`src/rtl/taylor_pkg.sv`:
```
// Shared constants, state encoding and coefficient table for the cosine
// Taylor-series engine.
//   W       : angle_in / cos_out width (unsigned Q1.23)
//   FRAC    : fractional bits of every fixed-point quantity
//   N_TERMS : non-constant series terms (x^2 .. x^10)
//   ONE     : 1.0 at the term width
//   coef()  : C_k = 1/((2k-1)(2k)) in Q0.23
package taylor_pkg;

    localparam int unsigned W       = 24;
    localparam int unsigned FRAC    = 23;
    localparam int unsigned N_TERMS = 5;

    // Term width (unsigned Q2.23), accumulator width (signed Q4.23), term index width
    localparam int unsigned TW = FRAC + 2;
    localparam int unsigned AW = FRAC + 5;
    localparam int unsigned KW = 3;

    localparam logic [TW-1:0] ONE = TW'(1) << FRAC;

    typedef enum logic [2:0] {
        IDLE,
        SQ,
        MULX,
        MULC,
        ACC,
        DONE
    } state_t;

    // Per-term scale factor; index 0 and anything past N_TERMS are never used
    function automatic logic [FRAC-1:0] coef(input logic [KW-1:0] k);
        case (k)
            3'd1:    coef = FRAC'(4194304);
            3'd2:    coef = FRAC'(699051);
            3'd3:    coef = FRAC'(279620);
            3'd4:    coef = FRAC'(149797);
            3'd5:    coef = FRAC'(93207);
            default: coef = '0;
        endcase
    endfunction

endpackage

```
`src/rtl/fxp_mul.sv`:
```
// Unsigned fixed-point multiplier: prod_c = (a * b) >> SHIFT, truncating,
// purely combinational.
//   a      : multiplicand, A_W bits
//   b      : multiplier, B_W bits
//   prod_c : shifted product, P_W bits (upper bits beyond P_W discarded)
module fxp_mul
    import taylor_pkg::*;
#(
    parameter int unsigned A_W   = TW,
    parameter int unsigned B_W   = TW,
    parameter int unsigned P_W   = TW,
    parameter int unsigned SHIFT = FRAC
) (
    input  logic [A_W-1:0] a,
    input  logic [B_W-1:0] b,
    output logic [P_W-1:0] prod_c
);

    localparam int unsigned FULL_W = A_W + B_W;

    logic [FULL_W-1:0] full;

    // Full-width product, then drop the fraction and keep the low P_W bits
    assign full   = FULL_W'(a) * FULL_W'(b);
    assign prod_c = P_W'(full >> SHIFT);

endmodule

```
`src/rtl/taylor_series.sv`:
```
// Iterative cosine by Taylor series: cos(x) = 1 - x^2/2! + ... - x^10/10!.
// One shared multiplier is time-multiplexed across squaring, the x^2 step and
// the coefficient step of each term.
//   clock     : rising-edge clock
//   reset     : synchronous, active-high
//   start     : level launch request, honoured only while idle
//   angle_in  : angle in radians, unsigned Q1.23, sampled at launch
//   ready_out : one-cycle pulse with each new cos_out
//   cos_out   : registered result, unsigned Q1.23, clamped to [0, 1.0]
module taylor_series
    import taylor_pkg::*;
(
    input  logic         clock,
    input  logic         reset,
    input  logic         start,
    input  logic [W-1:0] angle_in,
    output logic         ready_out,
    output logic [W-1:0] cos_out
);

    localparam logic signed [AW-1:0] ACC_ONE = AW'(ONE);

    state_t                state;
    state_t                state_next;
    logic                  launch_c;

    logic [W-1:0]          x;
    logic [TW-1:0]         x2;
    logic [TW-1:0]         t;
    logic signed [AW-1:0]  acc;
    logic [KW-1:0]         k;

    logic [TW-1:0]         mul_a;
    logic [TW-1:0]         mul_b;
    logic [TW-1:0]         mul_p;
    logic signed [AW-1:0]  t_ext;
    logic [W-1:0]          clamp_c;

    // The cycle presenting a result is not treated as idle, so a held start
    // yields one result every 19 cycles
    assign launch_c = (state == IDLE) && start && !ready_out;

    // Shared multiplier operand selection
    always_comb begin
        mul_a = t;
        mul_b = x2;
        case (state)
            SQ: begin
                mul_a = TW'(x);
                mul_b = TW'(x);
            end
            MULC:    mul_b = TW'(coef(k));
            default: ;
        endcase
    end

    fxp_mul #(
        .A_W   (TW),
        .B_W   (TW),
        .P_W   (TW),
        .SHIFT (FRAC)
    ) u_mul (
        .a      (mul_a),
        .b      (mul_b),
        .prod_c (mul_p)
    );

    assign t_ext = $signed({{(AW-TW){1'b0}}, t});

    // Saturate the signed accumulator into the unsigned output range
    always_comb begin
        clamp_c = W'(acc);
        if (acc[AW-1]) begin
            clamp_c = '0;
        end else if (acc > ACC_ONE) begin
            clamp_c = W'(ONE);
        end
    end

    // State register
    always_ff @(posedge clock) begin
        if (reset) begin
            state <= IDLE;
        end else begin
            state <= state_next;
        end
    end

    // Next-state logic
    always_comb begin
        state_next = state;
        case (state)
            IDLE:    if (launch_c) state_next = SQ;
            SQ:      state_next = MULX;
            MULX:    state_next = MULC;
            MULC:    state_next = ACC;
            ACC:     state_next = (k < KW'(N_TERMS)) ? MULX : DONE;
            DONE:    state_next = IDLE;
            default: state_next = IDLE;
        endcase
    end

    // Datapath and registered outputs
    always_ff @(posedge clock) begin
        if (reset) begin
            x         <= '0;
            x2        <= '0;
            t         <= '0;
            acc       <= '0;
            k         <= '0;
            cos_out   <= '0;
            ready_out <= 1'b0;
        end else begin
            ready_out <= 1'b0;
            case (state)
                IDLE: begin
                    if (launch_c) begin
                        x   <= angle_in;
                        t   <= ONE;
                        acc <= ACC_ONE;
                        k   <= KW'(1);
                    end
                end
                SQ:         x2 <= mul_p;
                MULX, MULC: t  <= mul_p;
                ACC: begin
                    // Odd terms carry a negative sign
                    acc <= k[0] ? (acc - t_ext) : (acc + t_ext);
                    k   <= k + KW'(1);
                end
                DONE: begin
                    cos_out   <= clamp_c;
                    ready_out <= 1'b1;
                end
                default: ;
            endcase
        end
    end

endmodule

```
`config.mk`:
```
export PLATFORM = sky130hd
export DESIGN_NAME = taylor_series
export DESIGN_NICKNAME = d
export VERILOG_FILES = /design/src/rtl/taylor_pkg.sv /design/src/rtl/fxp_mul.sv /design/src/rtl/taylor_series.sv
export SDC_FILE = /design/constraint.sdc
export NUM_CORES = 2
export LEC_CHECK = 0
export CORE_MARGIN = 3
export CORE_UTILIZATION = 61
export CTS_CLUSTER_DIAMETER = 40
export CTS_CLUSTER_SIZE = 20
export DETAILED_ROUTE_END_ITERATION = 8
export PLACE_DENSITY = 0.87
export SYNTH_ARGS = -nofsm -noshare
export SYNTH_HDL_FRONTEND = slang
export SYNTH_SLANG_ARGS = --single-unit
```
`constraint.sdc`:
```
create_clock -name clock -period 22.8 [get_ports clock]
set_input_delay 4.56 -clock clock [delete_from_list [all_inputs] [get_ports clock]]
set_output_delay 4.56 -clock clock [all_outputs]
set_load 0.1 [all_outputs]
```
After elaboration in Yosys (flattened, before gate mapping)

Cells that the tools add are included.

$mul: 1
Eq/ne operators: 11
Reductions and logical operators: 10
Order comparisons: 2
Multiplexer cells: 15
Add/sub/neg operators: 3

Operators with widths:

| operator             | count |
|---|---|
| $pmux 23 s5          | 1 |
| $pmux 25 s2          | 2 |
| $mux 28              | 2 |
| $pmux 28 s2          | 1 |
| $mux 25              | 2 |
| $mul 25x25->48       | 1 |
| $mux 24              | 2 |
| $add 28x26->28       | 1 |
| $gt 28x25->1 const B | 1 |
| $sub 28x26->28       | 1 |
| $pmux 3 s5           | 1 |
| $eq 3x2->1 const B   | 4 |
| $eq 3x3->1 const B   | 4 |
| $eq 3x1->1 const B   | 2 |
| $mux 3               | 2 |
| $pmux 3 s2           | 1 |
| $reduce_and 2->1     | 3 |
| $reduce_bool 2->1    | 2 |
| $add 3x1->3 const B  | 1 |
| $logic_not 3->1      | 1 |
| $lt 3x3->1 const B   | 1 |
| $logic_and 1x1->1    | 2 |
| $ne 2x2->1 const B   | 1 |
| $reduce_or 2->1      | 1 |
| other kinds (2)      | 2 |

Bits in registers: 133
Logic and storage cells: 50
Output and inout port bits: 25
Input port bits: 27

Depth between registers and ports, before layout

Depth after elaboration: 5
Mapped depth: 36

By module

A second synthesis with hierarchy kept.

Cell total of the unflattened synthesis: 3287
Area total of the unflattened synthesis: 27624.0 µm²

Modules (own cells, without submodules):

| module        | times used | seq. area each (µm²) | cells an instance | area each (µm²) |
|---|---|---|---|---|
| fxp_mul       | 1          | 0.0                  | 2289              | 20076.8 |
| taylor_series | 1          | 2662.6               | 998               | 7547.2 |

Worst setup path after synthesis

Ideal clock, no wire load.

Path kind: flip-flop to flip-flop
From: register k[0]
To: register t[23]
Arrival time: 8.323 ns
Buffers on the path: 3
Path slack: 14.392 ns
Cell stages (with the launch flop): 34
Cell sequence: dfxtp_1 > clkbuf_1 > inv_1 > ha_1 > a31o_2 > clkbuf_1 > nand2_1 > a21oi_1 > a21oi_1 > clkbuf_1 > nor2_1 > fa_1 > fa_1 > inv_1 > fa_1 > fa_1 > inv_1 > fa_1 > fa_1 > inv_1 > fa_1 > inv_1 > ha_1 > a21o_1 > a2111oi_0 > o21ai_0 > o21a_1 > a211oi_2 > o21ai_4 > a311oi_4 > o211ai_2 > a21oi_2 > xor2_1 > a211oi_1

Cells in the longest elaborated chain, start to end: 5
Elaborated cells between the ends (all ways): 9
Those cells by class: mul: 1; eq/ne: 5; mux: 3

RTL lines:

| what                                     | line                 | text |
|---|---|---|
| from (decl)                              | taylor_series.sv:31  | `logic [KW-1:0] k;` |
| from (signal assigned)                   | taylor_series.sv:129 | `k <= k + KW'(1);` |
| $eq 3x3->1, or another cell as far along | taylor_pkg.sv:32     | `case (k)` |
| $pmux 23 s5 *                            | taylor_pkg.sv:32     |  |
| $pmux 25 s2 *                            | taylor_series.sv:47  | `case (state)` |
| $mul 25x25->48 *                         | fxp_mul.sv:24        | `assign full = FULL_W'(a) * FULL_W'(b);` |
| $pmux 25 s2 *                            | taylor_series.sv:115 | `case (state)` |
| to (signal assigned)                     | taylor_series.sv:125 | `MULX, MULC: t <= mul_p;` |
| to (decl)                                | taylor_series.sv:29  | `logic [TW-1:0] t;` |

Mark *: on every way between the ends. The rest lies on a longest branch, timed or not.
A chain may end at the register's enable or synchronous reset.

Worst setup path in the final report

From: register state[2]
To: register t[23]

Cells in the longest elaborated chain, start to end: 5
Elaborated cells between the ends (all ways): 14
Those cells by class: mul: 1; eq/ne: 4; mux: 3; reduce/logical: 6

RTL lines:

| what                                                                   | line                | text |
|---|---|---|
| from (decl)                                                            | taylor_series.sv:23 | `state_t state;` |
| from (signal assigned)                                                 | taylor_series.sv:85 | `state <= state_next;` |
| parallel branches: the longest is 5 deep, another holds $mul 25x25->48 | n/a                 |  |

Several ways; the timed one is not identified.

==> results.txt <==
Setup repair after global routing left no endpoint under its margin. The worst hold slack was 0.4585 ns. The fraction of layout instances using a drive strength above 1 is 4.584%. Buffers plus inverters on the worst setup path: 4. The run gives 21040 sq um as the area used by multi-input combinational logic.

For the pin with the worst max-slew slack, the measured transition is 1.245 ns. Buffers inserted during clock tree synthesis total 17. Global routing finished with a remaining overflow of 0. Sorting the synthesized cells by how often they occur yields 616 x inv_1, 525 x fa_1, 497 x nand2_1. For the count of maximum capacitance violations, the log shows 0. Critical path's top delay family: compound AO/OA/AOI/OAI gates. The logs give 12.90 ns for the minimum setup slack among reg-to-reg paths and 0.43 ns for the later-pin clock latency in the skew report. For this configuration, the core starts out at a cell density of 62.54%. Filler cell count: 3343.

The floorplan step defined a core boundary enclosing 42420 sq um. The count of final hold-check violations came out at 0. Entering global routing, the biggest net connects 85 pins. The share of the synthesized area in the top cell type came out at 39.62%.

The number of distinct library cells after synthesis is 73. For this run, the register share of the synthesized area comes to 10.04%. Number of vias per cell after detailed routing: 6.098. In this run the count of I/O pins placed on the die edge is 52. Summed over all nets, the half-perimeter wirelength after detailed placement is 58990 microns. The area taken by flip-flops and latches is 2663 sq um.

The category of the worst setup path capture point was a flip-flop. Clock-pin slew was measured on the worst setup and hold paths at 0.07 ns. The startpoint identified for the worst hold timing path is x2[17]$_SDFFE_PP0N_. After synthesis the cells add up to 26530 sq um. On the worst path, the slowest cell contributes a delay of 0.81 ns. Timing would allow up to 101.0 MHz. For this run, asynchronously set or reset flops after synthesis account for 0%.

The tools report the fraction of met2 tracks used by global routing as 55.29%. Number of detailed-route iterations in the first pass: 9. The max-slew violation total from the final report is 0, and the post-CTS setup repair buffer count is 0.

CTS built an H-tree with a depth of 4. In this run the clock root is driven by a clkbuf_16. In this run, post-CTS hold repair placed 0 buffers.

The global-route wire length before repair was 126200 microns. The global routing stage identified its most utilized layer as met2. The first routing iteration left 2460 violations. At the end of the flow the core is filled with cells to 66.79%.

The average cell area after synthesis works out to 8.295 sq um. The smallest clock period supported by the final layout is computed as 9.903 ns. In this run the vertical extent of the chip is 214.5 microns. The tools report the global-route usage over all layers as 34.97%. The critical path starts at state[2]$_SDFFE_PP0P_.

After floorplanning, the core was divided into 75 placement rows. The count of nets left with antenna violations after detail routing was 0; the sum of negative setup slack was 0 ns. The total design power came out at 0.0009674 W. The primary flip-flop cell chosen by synthesis mapping is dfxtp_1. TritonCTS built the clock tree. The tools report the kind of launch point of the worst setup path as a flip-flop.

Data on the critical path arrives at its endpoint at 10.24 ns. The total number of nets in the final design is 3926. The synthesized design contains 0 enable-type register cells. The run finished with clean final reports. For this design the static power due to leakage is 12.98 nW. The die area is 46030 sq um. For the initial antenna violation count, the log shows 2.

Yosys warning count: 0. The cell that appears most often on the critical path is fa_1. In the global route stage, met3 resource usage came out at 10.37%. Number of global-route vias before repair: 23890. Among all stages on the critical path, the largest delay is contributed by o21ai_1.

The worst path uses 43.44% of the clock period. The synthesis-to-layout area growth is 6.787%, and the number of standard cells after synthesis is 3198. In the post-synthesis netlist, the cell with the most instances is inv_1. The worst-case IR drop observed on VDD is 0.00005983 V. The floorplan die width was 214.5 microns. For the number of DRC violations after detailed routing, the log shows 0. For the met1 track demand over resource in global routing, the log shows 42.64%. The type of the setup path with the least slack was flip-flop to flip-flop. Post-cts repair resize count: 0.

The clock sink count was 133; the routability congestion estimate from global placement was 1.042. Setup violations remaining at the end of the flow were counted as 0. For this design the ratio of total power to cell area is 34.15 nW/um^2. The run gives 3952 as the post-synthesis net count. The logs give 2 for the maximum root-to-sink buffer count and 23.14 ns for the required time at the worst-slack endpoint. The routed design has 79300 microns of wire.

The tools report the worst clock skew as 0.01413 ns. The synthesized design spends more area on one cell type than any other, namely fa_1. Sorting the synthesized cells by area gives the leading types as fa_1 40%, dfxtp_1 10%, ha_1 9.5%.

Dividing the detail-routed wire length by the instance count gives 21.07 microns. The synthesized flop and latch total is 133. The worst pin sits at a relative slew slack of 16.74%.

The type of the tightest min-delay check was flip-flop to flip-flop. The number of buffers added on ports is 51, and the maximum net fanout on the critical path is 44. The detailed router placed 22950 vias in this run. Reg-to-reg startpoint: state[2]$_SDFFE_PP0P_.
stage by stage:
| stage | area [sq um] | worst slack, ns | std cells |
|---|---|---|---|
| floorplan | 26530 | 14.39 | 3198 |
| global placement | 27740 | 13.48 | 3730 |
| detailed placement | 27740 | 13.22 | 3730 |
| CTS | 28330 | 13.12 | 3762 |
| global route | 28330 | 12.50 | 3762 |
| finish | 28330 | 12.90 | 3763 |
report_power, final:
| part | leakage [nW] | switching (W) | internal, W |
|---|---|---|---|
| Combinational | 11.6 | 0.000282 | 0.000151 |
| Clock | 0.285 | 0.000125 | 0.000155 |
| Sequential | 1.08 | 0.0000129 | 0.000241 |
| Total | 13.0 | 0.000420 | 0.000547 |
layout by cell type (no fill, tap or decap), types with 5 or more instances in the layout:
cell type,instances
a21oi_2,7
nand2_1,497
and2_1,25
o21ai_1,6
nor4_1,10
fa_1,525
xnor2_1,65
o21ai_0,30
o21a_1,14
a21oi_1,148
a22oi_1,29
clkbuf_16,17
inv_1,616
nor2b_1,16
nor2_1,391
o21bai_1,11
nand2b_1,29
or3_1,5
nand4b_1,9
and3_1,9
a31o_2,5
or2_2,11
ha_1,202
nor3_1,21
dfxtp_1,133
nand3_1,44
xor2_1,14
nand4_1,5
buf_4,66
a31oi_1,9
a21o_1,24
a211oi_1,11
mux2i_1,19
a22o_1,25
clkdlybuf4s50_1,50
worst reg2reg max path, delay by kind of cell, from the launching register on:
family                   cells  cell delay (ns)
flip-flops                   1             0.62
buffers and inverters        4             0.56
AO/OA/AOI/OAI               13             4.01
adder cells (fa/ha/maj)      8             3.84
AND/OR/NAND/NOR              2             0.66
XOR/XNOR                     1             0.10
cell type report:
type / count / area share, %
multi-input cells: 2288 / 74.29
flip-flops and latches: 133 / 9.399
inverters: 616 / 8.162
repair buffers: 116 / 3.516
well taps: 577 / 2.548
clock buffers: 17 / 1.502
clock inverters: 15 / 0.5786
diodes: 1 / 0.008834
logic make-up (layout without fill, tap and decap cells):
| group | Yosys count | count (layout) | synth area share (%) |
|---|---|---|---|
| and+or+nand+nor | 1089 | 1089 | 17.21 |
| buffers and inverters | 777 | 764 | 11.05 |
| adders and majority gates | 727 | 727 | 49.15 |
| AOI/OAI and AO/OA | 370 | 370 | 9.075 |
| DFF | 133 | 133 | 10.04 |
| xor gates and xnor gates | 79 | 79 | 2.608 |
| muxes | 23 | 23 | 0.8726 |
| other | 0 | 1 | 0 |
final timing paths:
check / endpoint / depth (start not counted)
max: t[23]$_SDFFE_PP0P_ / 28
min: x2[17]$_SDFFE_PP0N_ / 2
max reg2reg: t[23]$_SDFFE_PP0P_ / 28
min reg2reg: x2[17]$_SDFFE_PP0N_ / 2
routing by layer:
metal	wire, microns	up-vias	part of all wire, %
met2	35620	1574	45
met4	6070	2	7.7
met1	26930	11170	34
met3	10660	477	13
met5	19	-	0.024
li1	-	9723	-
registers in the layout (all words and copies together) (netlist names):
signal / count
k: 3
ready_out: 1
x2: 25
acc: 28
t: 25
x: 24
state: 3
cos_out: 24
Note: power is estimated with default switching activity, not from simulation.
